==> src/rtl/vga_timing_pkg.sv <==
// Shared VGA raster constants: axis arithmetic helpers and standard mode presets.
package vga_timing_pkg;

  typedef struct packed {
    int unsigned h_active;
    int unsigned h_front;
    int unsigned h_sync;
    int unsigned h_back;
    int unsigned v_active;
    int unsigned v_front;
    int unsigned v_sync;
    int unsigned v_back;
    logic        h_pol;
    logic        v_pol;
  } vga_mode_t;

  function automatic int unsigned axis_total(input int unsigned sync, input int unsigned back,
                                             input int unsigned active, input int unsigned front);
    return sync + back + active + front;
  endfunction

  function automatic int unsigned active_first(input int unsigned sync, input int unsigned back);
    return sync + back;
  endfunction

  function automatic int unsigned active_last(input int unsigned sync, input int unsigned back,
                                              input int unsigned active);
    return sync + back + active - 1;
  endfunction

  localparam vga_mode_t VGA_640X480_60 = '{h_active: 640, h_front: 16, h_sync: 96, h_back: 48,
                                           v_active: 480, v_front: 10, v_sync: 2, v_back: 33,
                                           h_pol: 1'b0, v_pol: 1'b0};

  localparam vga_mode_t VGA_800X600_60 = '{h_active: 800, h_front: 40, h_sync: 128, h_back: 88,
                                           v_active: 600, v_front: 1, v_sync: 4, v_back: 23,
                                           h_pol: 1'b1, v_pol: 1'b1};

  localparam int unsigned H_TOTAL = axis_total(VGA_640X480_60.h_sync, VGA_640X480_60.h_back,
                                               VGA_640X480_60.h_active, VGA_640X480_60.h_front);
  localparam int unsigned V_TOTAL = axis_total(VGA_640X480_60.v_sync, VGA_640X480_60.v_back,
                                               VGA_640X480_60.v_active, VGA_640X480_60.v_front);
  localparam int unsigned H_ACTIVE_FIRST = active_first(VGA_640X480_60.h_sync, VGA_640X480_60.h_back);
  localparam int unsigned H_ACTIVE_LAST  = active_last(VGA_640X480_60.h_sync, VGA_640X480_60.h_back,
                                                       VGA_640X480_60.h_active);
  localparam int unsigned V_ACTIVE_FIRST = active_first(VGA_640X480_60.v_sync, VGA_640X480_60.v_back);
  localparam int unsigned V_ACTIVE_LAST  = active_last(VGA_640X480_60.v_sync, VGA_640X480_60.v_back,
                                                       VGA_640X480_60.v_active);

endpackage

==> src/rtl/vga_axis_counter.sv <==
// One raster axis: wrapping position counter with sync/active decode of the next count.
module vga_axis_counter
  import vga_timing_pkg::*;
#(
  parameter int unsigned CW     = 12,
  parameter int unsigned ACTIVE = 640,
  parameter int unsigned FRONT  = 16,
  parameter int unsigned SYNC   = 96,
  parameter int unsigned BACK   = 48,
  parameter bit          POL    = 1'b0
) (
  input  logic          clk,
  input  logic          rst_n,
  input  logic          en,
  input  logic          step,
  output logic [CW-1:0] count,
  output logic          last,
  output logic          wrap,
  output logic          sync,
  output logic          active,
  output logic [CW-1:0] rel
);

  localparam int unsigned   TOTAL    = axis_total(SYNC, BACK, ACTIVE, FRONT);
  localparam logic [CW-1:0] LAST_CNT = CW'(TOTAL - 1);
  localparam logic [CW-1:0] A_FIRST  = CW'(active_first(SYNC, BACK));
  localparam logic [CW-1:0] A_SPAN   = CW'(ACTIVE);
  localparam logic [CW-1:0] S_SPAN   = CW'(SYNC);

  logic          adv;
  logic          wrap_next;
  logic          sync_next;
  logic [CW-1:0] count_next;

  always_comb begin
    last       = (count == LAST_CNT);
    adv        = en & step;
    wrap_next  = adv & last;
    count_next = count;
    if (adv) count_next = last ? '0 : count + 1'b1;
    rel        = count_next - A_FIRST;
    // counts below A_FIRST wrap modulo 2**CW to >= A_SPAN, so one compare covers the window
    active     = (rel < A_SPAN);
    sync_next  = (count_next < S_SPAN) ? POL : ~POL;
  end

  always_ff @(posedge clk or negedge rst_n) begin
    if (!rst_n) begin
      count <= '0;
      wrap  <= 1'b0;
      sync  <= POL;
    end else if (en) begin
      count <= count_next;
      wrap  <= wrap_next;
      sync  <= sync_next;
    end
  end

endmodule

==> src/rtl/vga_timing_gen.sv <==
// Parametrised VGA raster timing generator; every output registered and aligned to position_x/y.
module vga_timing_gen
  import vga_timing_pkg::*;
#(
  parameter int unsigned CW       = 12,
  parameter int unsigned H_ACTIVE = VGA_640X480_60.h_active,
  parameter int unsigned H_FRONT  = VGA_640X480_60.h_front,
  parameter int unsigned H_SYNC   = VGA_640X480_60.h_sync,
  parameter int unsigned H_BACK   = VGA_640X480_60.h_back,
  parameter int unsigned V_ACTIVE = VGA_640X480_60.v_active,
  parameter int unsigned V_FRONT  = VGA_640X480_60.v_front,
  parameter int unsigned V_SYNC   = VGA_640X480_60.v_sync,
  parameter int unsigned V_BACK   = VGA_640X480_60.v_back,
  parameter bit          H_POL    = VGA_640X480_60.h_pol,
  parameter bit          V_POL    = VGA_640X480_60.v_pol,
  parameter int unsigned FC_W     = 8
) (
  input  logic            vga_CLK,
  input  logic            vga_RSTn,
  input  logic            vga_En,
  output logic            HSync,
  output logic            VSync,
  output logic            vga_Ready,
  output logic [CW-1:0]   position_x,
  output logic [CW-1:0]   position_y,
  output logic [CW-1:0]   pix_x,
  output logic [CW-1:0]   pix_y,
  output logic            line_start,
  output logic            frame_start,
  output logic [FC_W-1:0] frame_cnt
);

  logic          h_last, v_last;
  logic          h_active, v_active;
  logic          ready_next;
  logic [CW-1:0] h_rel, v_rel;

  vga_axis_counter #(
    .CW(CW), .ACTIVE(H_ACTIVE), .FRONT(H_FRONT), .SYNC(H_SYNC), .BACK(H_BACK), .POL(H_POL)
  ) u_h (
    .clk(vga_CLK), .rst_n(vga_RSTn), .en(vga_En), .step(1'b1),
    .count(position_x), .last(h_last), .wrap(line_start), .sync(HSync),
    .active(h_active), .rel(h_rel)
  );

  // vertical axis steps only on the horizontal wrap, so its wrap pulse is the frame strobe
  vga_axis_counter #(
    .CW(CW), .ACTIVE(V_ACTIVE), .FRONT(V_FRONT), .SYNC(V_SYNC), .BACK(V_BACK), .POL(V_POL)
  ) u_v (
    .clk(vga_CLK), .rst_n(vga_RSTn), .en(vga_En), .step(h_last),
    .count(position_y), .last(v_last), .wrap(frame_start), .sync(VSync),
    .active(v_active), .rel(v_rel)
  );

  assign ready_next = h_active & v_active;

  always_ff @(posedge vga_CLK or negedge vga_RSTn) begin
    if (!vga_RSTn) begin
      vga_Ready <= 1'b0;
      pix_x     <= '0;
      pix_y     <= '0;
      frame_cnt <= '0;
    end else if (vga_En) begin
      vga_Ready <= ready_next;
      pix_x     <= ready_next ? h_rel : '0;
      pix_y     <= ready_next ? v_rel : '0;
      if (h_last & v_last) frame_cnt <= frame_cnt + 1'b1;
    end
  end

endmodule

==> config.mk <==
export PLATFORM = sky130hd
export DESIGN_NAME = vga_timing_gen
export DESIGN_NICKNAME = d
export VERILOG_FILES = /design/src/rtl/vga_timing_pkg.sv /design/src/rtl/vga_axis_counter.sv /design/src/rtl/vga_timing_gen.sv
export SDC_FILE = /design/constraint.sdc
export NUM_CORES = 1
export LEC_CHECK = 0
export ABC_AREA = 1
export CAP_MARGIN = 15
export CORE_AREA = 2 2 91 93
export DETAILED_ROUTE_END_ITERATION = 8
export DIE_AREA = 0 0 93 95
export GPL_TIMING_DRIVEN = 0
export HOLD_SLACK_MARGIN = 0.1
export PLACE_DENSITY = 0.79
export SYNTH_ARGS = -nofsm -noshare
export SYNTH_HDL_FRONTEND = slang
export SYNTH_SLANG_ARGS = --single-unit
==> constraint.sdc <==
create_clock -name vga_CLK -period 3 [get_ports vga_CLK]
set_input_delay 0.9 -clock vga_CLK [delete_from_list [all_inputs] [get_ports vga_CLK]]
set_output_delay 0.9 -clock vga_CLK [all_outputs]
set_load 0.005 [all_outputs]
Yosys cells after proc, flatten, opt, wreduce, memory -nomap -nowiden
Cells that the tools add are included.

operators by class
  equal/unequal tests = 2
  bitwise operators = 4
  mux-type cells = 8
  order comparisons = 4
  reduce and logical (&&, ||, !) cells = 1
  add/sub/neg operators = 5

operators by type and width
  operator                 number
  $mux W12                 6
  $add A12 B1 Y12 const B  2
  $eq A12 B10 Y1 const B   2
  $lt A12 B10 Y1 const B   1
  $lt A12 B2 Y1 const B    1
  $lt A12 B7 Y1 const B    1
  $lt A12 B9 Y1 const B    1
  $sub A12 B6 Y12 const B  1
  $sub A12 B8 Y12 const B  1
  $add A8 B1 Y8 const B    1
  $and A1 B1 Y1            4
  $mux W1                  2
  $reduce_and A2 Y1        1

word-level totals
  output and inout bits = 61
  register bits after elaboration = 61
  input bits = 3
  logic and storage cells = 34

Longest topological paths before layout
Gate-level depths: netlist of the first run.

  word-level depth = 7
  mapped depth = 21
  gate-level depth less buffers = 20

By module
A second synthesis of the first run with hierarchy kept.

second synthesis, totals
  cells, all modules = 510
  area, all modules = 3839.9 um^2

modules (own cells, without submodules)
  module                  instances  area each (um^2)  cells an instance
  vga_timing_gen          1          1377.6            152
  vga_axis_counter (u_v)  1          1328.8            197
  vga_axis_counter (u_h)  1          1133.6            161

Worst setup path after synthesis of the first run
Ideal clock, no wire load.

  kind = in2reg
  start = input vga_En
  end = register pix_x[2]
  library setup time = 66 ps
  path buffers = 3
  required time = 2934 ps
  arrival time = 2967 ps
  setup slack = -32 ps
  stages on the path = 18
  path through = buf_4 nand2_2 nor3_4 nand2_2 buf_6 nand2_1 nand2_2 ha_1 inv_1 nand3_1 o21ai_2 nand3_1 nand2_1 nand3_2 nor2_8 buf_8 nand4_1 nand2_1

on the way
  word-level cells in the longest chain between the ends = 6
  elaborated cells between the ends (all ways) = 9

ends and longest elaborated chain
  item                    line                    source
  start: declaration      vga_timing_gen.sv:20    input logic vga_En,
  $and A1 B1 Y1           vga_axis_counter.sv:37  adv = en & step;
  $mux W12                vga_axis_counter.sv:40  if (adv) count_next = last ? '0 : count + 1'b1;
  net u_v.count_next[1]   vga_axis_counter.sv:33  logic [CW-1:0] count_next;
  $sub A12 B6 Y12         vga_axis_counter.sv:41  rel = count_next - A_FIRST;
  $lt A12 B9 Y1           vga_axis_counter.sv:43  active = (rel < A_SPAN);
  $and A1 B1 Y1           vga_timing_gen.sv:55    assign ready_next = h_active & v_active;
  $mux W12                vga_timing_gen.sv:65    pix_x <= ready_next ? h_rel : '0;
  end signal: assignment  vga_timing_gen.sv:65
  end: declaration        vga_timing_gen.sv:26    output logic [CW-1:0] pix_x,

The timed path passes the listed nets, and every way through them passes these cells.
A chain may end at the register's enable or synchronous reset.

Worst setup path in the final report of the first run
  start = input vga_En
  end = register pix_y[8]

on the way
  word-level cells in the longest chain between the ends = 6
  elaborated cells between the ends (all ways) = 9

ends and longest elaborated chain
  item                    line                    source
  $and A1 B1 Y1 (*)       vga_axis_counter.sv:37
  $mux W12 (*)            vga_axis_counter.sv:40
  net u_v.count_next[1]   vga_axis_counter.sv:33
  $sub A12 B6 Y12 (*)     vga_axis_counter.sv:41
  $lt A12 B9 Y1           vga_axis_counter.sv:43
  $and A1 B1 Y1           vga_timing_gen.sv:55
  $mux W12 (*)            vga_timing_gen.sv:66    pix_y <= ready_next ? v_rel : '0;
  end signal: assignment  vga_timing_gen.sv:66
  end: declaration        vga_timing_gen.sv:27    output logic [CW-1:0] pix_y,

The timed path passes the listed nets; every way through them passes the cells marked *.

==> impl_metrics.tcl, run 1 <==
set metrics [dict create \
    cts_tree "done" \
    crit_type "input port to flop" \
    avgRoutedWirePerCell_um 13.4 \
    start_util_pct 43.6 \
    row_count 33 \
    leakagePower_nw 2.37 \
    cts_inserted_buffers 9 \
    status "completed" \
    worstSetupEndpointType "flop" \
    syn_area_um2 3450 \
    synth_top_family_by_area "simple AND/OR/NAND/NOR gates" \
    dieArea_um2 8840 \
    min_period_over_period_pct 93.5 \
    required_ns 3.27 \
    synthMostInstantiatedCell "nand2_1" \
    whs_path_depth 1 \
    wl_um 8720 \
    slowest_delay_ns 0.22 \
    drt_iter0_markers 226 \
    pin_count 64 \
    nets 550 \
    cellPowerDensity_nw_per_um2 500 \
    grt_overflow 0 \
    finalSetupViolCount 0 \
    drv_cap 0 \
    p_int_mw 1.53 \
    fin_crit_ns 2.81 \
    root_buffer "clkbuf_8" \
    die_h_um 95 \
    diodes 0 \
    ys_warn_count 0 \
    synth_edf_count 0 \
    globalplace.congestion 0.917 \
    coreArea_um2 7930 \
    pwr-share-clk_pct 31.4 \
    vias_per_cell 4.96 \
    synth-simple-area-share_pct 36.8 \
    cts.clk_slew.worst_paths_ns 0.07 \
    synth_top_cell_by_area "dfrtp_1" \
    power_frac_comb_pct 26.0 \
    vdd_drop_max_mv 0.311 \
    clockBufferDepth 2 \
    cp_slowest_cell "o21ai_4" \
    cp_cell_sequence "buf_6 -> nand2_4 -> nor3_4 -> nand2_2 -> buf_8 -> nand2_2 -> nand2_4 -> ha_2 -> inv_1 -> nand3_4 -> o21ai_4 -> nand3_1 -> nand2_1 -> nand3_2 -> nor2_8 -> buf_8 -> nand4_1 -> nand2_1" \
    hpwl_um 6370 \
    seqPwrFrac_pct 42.6 \
    grt_usage_pct 20.2 \
    synthMuxAreaShare_pct 0 \
    synth_compound_area_share_pct 3.98 \
    postRouteAntennaNets 0 \
    postSynthCellCount 453 \
    dr.pass1.iters 4 \
    grt_pass1_vias 3178 \
    whs_ns 0.469 \
    fmax_mhz 356 \
    skew_ns 0.00851 \
    place_ws_ns -0.443 \
    reg2reg_depth 18 \
    p_sw_uw 764 \
    synth_seq_cells 61 \
    htreeDepth 3 \
    crit_arrival_ns 3.08 \
    worstMarginPinSlew_ns 0.528 \
    drv_slew 0 \
    setup_ws_ns 0.195 \
    relSlewSlack_pct 64.8 \
    synth_nets 462 \
    via_count 3226 \
    syn_area_per_cell_um2 7.63 \
    swShare_pct 33.3 \
    min_path_type "flop to flop" \
    synth-xor-area-share_pct 3.80 \
    worstSkewPairLatency_ns 0.34 \
    cts.sinks 61 \
    synth_fa_ha_area_share_pct 2.17 \
    die_x_um 93 \
    drive_gt1_share_pct 14.3 \
    crit_fanout 10 \
    antenna_found_initial 0 \
    ys_seq_area_share_pct 44.2 \
    netlist_top_cells_count "nand2_1 (145), inv_1 (63), dfrtp_1 (61)" \
    grt_pass1_wl_um 14200 \
    drc 0 \
    nFillCells 699 \
    synth.area.top_cells "dfrtp_1 (44%), nand2_1 (16%), inv_1 (6.8%)" \
    yosysTopAreaCellShare_pct 44.2 \
    synth_ff_type "dfrtp_1" \
    finalHoldViolCount 0 \
    start_kind "input port" \
    portBuffers 62 \
    grt_max_degree 40 \
    area_growth_pct 33.1 \
    async_flop_share_pct 100 \
    synth_cell_types 32 \
]
[flip-flops by register name, summed over array words and instances, names as in the netlist]
| signal | cells |
|---|---|
| u_v.wrap | 1 |
| u_v.count | 12 |
| u_h.sync | 1 |
| pix_x | 12 |
| frame_cnt | 8 |
| u_v.sync | 1 |
| u_h.count | 12 |
| u_h.wrap | 1 |
| vga_Ready | 1 |
| pix_y | 12 |
[path summary, 6_finish.rpt]
| kind | slack (ns) | endpoint | start |
|---|---|---|---|
| worst max register to register | 0.23 | pix_y[8] | u_h.count[6] |
| min in group asynchronous | 0.53 | pix_y[9] | vga_RSTn |
| worst max-delay path | 0.19 | pix_y[8] | vga_En |
| max in group asynchronous | 1.88 | u_v.sync | vga_RSTn |
| worst min-delay path | 0.47 | frame_cnt[7] | frame_cnt[7] |
| worst min register to register | 0.47 | frame_cnt[7] | frame_cnt[7] |
[logic make-up (layout without fill, tap and decap cells)]
kind of cell | after synthesis | after routing
and+or+nand+nor | 273 | 273
DFF | 61 | 61
xor gates and xnor gates | 15 | 15
adders and majority gates | 6 | 6
buffers and inverters | 75 | 168
AOI/OAI and AO/OA | 23 | 23
[stage by stage]
step	utilization, %	std cells	cell area, um^2	setup TNS, ns	total power, mW
floorplan	-	453	3470	0	1.31
global placement	53.3	620	4230	-56.89	1.53
detailed placement	53.5	621	4240	-7.07	1.55
CTS	56.1	638	4440	0	2.28
global route	58.0	651	4600	-0.00471	2.43
finish	58.0	651	4600	0	2.30
[critical path, delay by kind of cell]
kind / cells / cell delay (ns)
compound gates: 1 / 0.22
fa+ha+maj: 1 / 0.18
buf+inv: 4 / 0.48
simple gates: 12 / 1.28
[per-layer routing]
metal,track usage [%],up-vias,wire length [um]
li1,-,1618,-
met1,26.3,1505,3870
met2,32.7,83,4250
met3,3.27,20,384
met4,9.93,0,218
met5,0,-,0
[cell usage in the layout (no fill, tap or decap), drive strengths merged, types with 2 or more instances in the layout]
cell type      count
a21oi              3
a41oi              2
buf               22
clkbuf            14
clkdlybuf4s50     61
clkinv             4
dfrtp             61
ha                 6
inv               66
nand2            156
nand3             43
nand4             23
nor2              41
nor3               8
o21ai             15
o21bai             2
xor2              14
[power by group through the flow]
stage	Clock, mW	Combinational, mW	Sequential, mW
CTS	0.730	0.573	0.972
detailed placement	0	0.564	0.988
finish	0.722	0.598	0.978
global route	0.776	0.670	0.987
global placement	0	0.547	0.987
floorplan	0	0.335	0.977
[cell type report]
class,count,area (um^2),share of cell area (%)
buffer,9,73.8,1.61
inverter,66,250,5.44
clock inverter,5,50.0,1.09
sequential,61,1530,33.2
timing repair buffer,77,741,16.1
tap,105,131,2.86
multi-input combinational,317,1680,36.6
clock buffer,11,141,3.07
[repair_timing]
item                                    4_1_cts  5_1_grt
hold buffers                                  0        0
buffers inserted                              1       12
pin swaps                                     1       10
endpoints found under the setup margin       13       20
gates resized for setup                       1       17
cloned                                        0        1
Power figures use the tool's default switching activity.
==> run 2, diff against run 1 <==
--- a/config.mk
+++ b/config.mk
@@ -5,11 +5,10 @@
 export SDC_FILE = /design/constraint.sdc
 export NUM_CORES = 1
 export LEC_CHECK = 0
-export ABC_AREA = 1
 export CAP_MARGIN = 15
-export CORE_AREA = 2 2 91 93
+export CORE_AREA = 2 2 95 97
 export DETAILED_ROUTE_END_ITERATION = 8
-export DIE_AREA = 0 0 93 95
+export DIE_AREA = 0 0 97 99
 export GPL_TIMING_DRIVEN = 0
 export HOLD_SLACK_MARGIN = 0.1
 export PLACE_DENSITY = 0.79
==> run 2 against run 1 <==
  * The flow now finishes with violations (negative setup slack)
  * Setup slack got worse by 0.71 ns
  * Clock power is 8.6% lower
  * Fmax decreased by 20%
  * Worst hold slack better by 0.0037 ns
  * Via count rose by 23%
  * Synthesized cell count fell by 10%
  * Critical endpoint is now pix_x[3]
  * Highest routed layer unchanged
==> impl_metrics.tcl, run 2 <==
set metrics [dict create \
    status "complete, but fails checks" \
    violations "negative setup slack" \
    grt_pass1_vias 3787 \
    htreeDepth 3 \
    postSynthCellCount 407 \
    rsz0062_at_grt "true" \
    drv_slew 0 \
    grt_pass1_wl_um 19500 \
    layout_commonest_cell "clkdlybuf4s50_1" \
    finalSetupViolCount 21 \
    area_growth_pct 49.8 \
    synth_ff_type "dfrtp_1" \
    cts.sinks 61 \
    avgRoutedWirePerCell_um 20.5 \
    die_x_um 97 \
    layout_common_cells "clkdlybuf4s50_1 (61), dfrtp_1 (60), buf_4 (30), nand2_1 (27), inv_1 (26)" \
    relSlewSlack_pct 54.2 \
    postRouteAntennaNets 0 \
    dr.pass1.iters 5 \
    vias_per_cell 6.26 \
    worstSetupEndpointType "flop" \
    root_buffer "clkbuf_8" \
    min_period_over_period_pct 117 \
    drt_iter0_markers 400 \
    grt_max_degree 34 \
    wl_um 12900 \
    grt_usage_pct 25.4 \
    fmax_mhz 285 \
    drive_gt1_share_pct 27.1 \
    synth_compound_area_share_pct 20.8 \
    drv_cap 0 \
    start_kind "flop" \
    cts_inserted_buffers 9 \
    clockBufferDepth 2 \
    fin_crit_ns 3.51 \
    crit_type "flop to flop" \
    utilization_pct 66.6 \
    setup_ws_ns -0.512 \
    synth_top_cell_by_area "dfrtp_1" \
    cellPowerDensity_nw_per_um2 371 \
    cts_tree "done" \
    synth.area.top_cells "dfrtp_1 (40%), xnor2_1 (4.8%), nand2b_1 (3.1%)" \
    pin_count 64 \
    synth-xor-area-share_pct 7.15 \
    die_h_um 99 \
    synthMuxAreaShare_pct 1.61 \
    total_power_mw 2.11 \
    diodes 0 \
    synth_top_family_by_area "simple AND/OR/NAND/NOR gates" \
    min_path_type "flop to flop" \
    setup_tns_ns -9.48 \
    antenna_found_initial 0 \
    synth_nets 416 \
    synth_seq_cells 61 \
    cts.clk_slew.worst_paths_ns 0.07 \
    synth_edf_count 0 \
    crit_arrival_ns 3.77 \
    ff_latch_area_um2 1530 \
    required_ns 3.25 \
    ys_warn_count 0 \
    multi_input_area_um2 2550 \
    cts_hold_buf 0 \
    syn_area_per_cell_um2 9.33 \
    synthMostInstantiatedCell "dfrtp_1" \
    synth_cell_types 64 \
    skew_ns 0.00496 \
    leakagePower_nw 2.29 \
    hpwl_um 7750 \
    nets 529 \
    drc 0 \
    start_util_pct 44.4 \
    coreArea_um2 8550 \
    yosysTopAreaCellShare_pct 40.2 \
    crit_fanout 10 \
    vdd_drop_max_mv 0.422 \
    globalplace.congestion 0.928 \
    worstSkewPairLatency_ns 0.35 \
    grt_overflow 0 \
    finalHoldViolCount 0 \
    ys_seq_area_share_pct 40.2 \
    netlist_top_cells_count "dfrtp_1 (61), nand2_1 (28), inv_1 (27)" \
    nFillCells 609 \
    portBuffers 63 \
    syn_area_um2 3800 \
    synth-simple-area-share_pct 22.5 \
    worstMarginPinSlew_ns 0.687 \
    row_count 34 \
    via_count 3957 \
    async_flop_share_pct 100 \
    synth_fa_ha_area_share_pct 1.98 \
    dieArea_um2 9600 \
]
## run 2: cell types whose count changed after synthesis, sizes merged, moves of 10 or more
| cell | delta |
|---|---|
| nand2 | -127 |
| inv | -39 |
| nand3 | -32 |
| xnor2 | +20 |
| nand2b | +19 |
| nor2 | -19 |
| o31ai | +18 |
| clkbuf | +13 |
| nand4 | -13 |
| o21ai | +10 |
## run 2: metrics by stage
step	setup WS (ns)	std cells	instance area, um^2	hold WS, ns
global placement	-1.32	578	4700	0.464
floorplan	-0.283	407	3940	0.468
global route	-0.602	632	5690	0.503
detailed placement	-1.38	579	4720	0.469
finish	-0.512	632	5690	0.473
CTS	-0.502	629	5530	0.479
## run 2: cells by family after synthesis
kind of cell / count (synthesis)
AOI/OAI and AO/OA: 101
adders and majority gates: 6
xor gates and xnor gates: 31
DFF: 61
and+or+nand+nor: 151
muxes: 6
buffers and inverters: 51
## run 2: path summary, 6_finish.rpt
path | endpoint | slack [ns] | from | cells after the start
max | pix_x[3] | -0.51 | u_h.count[7] | 12
min | frame_cnt[7] | 0.47 | frame_cnt[7] | 1
max reg2reg | pix_x[3] | -0.51 | u_h.count[7] | 12
min reg2reg | frame_cnt[7] | 0.47 | frame_cnt[7] | 1
max in group asynchronous | u_v.count[0] | 1.79 | vga_RSTn | 2
min in group asynchronous | frame_cnt[7] | 0.58 | vga_RSTn | 1
## run 2: worst max-delay path: stages (launching register included)
cell and delay [ns]:
dfrtp_1 0.41, or4_4 0.59, nor4_4 0.30, buf_4 0.22, o21ai_2 0.06, a211o_2 0.37
buf_6 0.14, or2_4 0.24, a2111oi_4 0.41, buf_4 0.19, nor3_4 0.04, buf_12 0.14
o32ai_2 0.27
## run 2: per-layer routing
layer / vias up / global-route usage [%] / routed length, um
li1: 1709 / - / -
met2: 253 / 41.8 / 6340
met4: 0 / 10.8 / 576
met5: - / 0 / 0
met3: 66 / 5.60 / 1070
met1: 1929 / 32.5 / 4950
## run 2: final cells by class
type / count / area share [%]
Multi-Input combinational cell: 295 / 44.9
Clock buffer: 11 / 2.48
Sequential cell: 61 / 26.8
Clock inverter: 4 / 0.440
Inverter: 27 / 1.78
Timing Repair Buffer: 105 / 18.3
Tap cell: 108 / 2.37
Buffer: 21 / 2.88
## run 2: power breakdown
part	switching [mW]	total [mW]	internal [mW]
clock network	0.346	0.660	0.315
registers	0.0738	0.933	0.859
logic	0.285	0.521	0.236
total	0.704	2.11	1.41
## run 2: timing repair
action | in CTS | in global routing
endpoints found under the setup margin | 24 | 21
gates cloned | 3 | 0
gates resized for setup | 67 | 32
buffers inserted | 34 | 5
pin swaps | 33 | 16
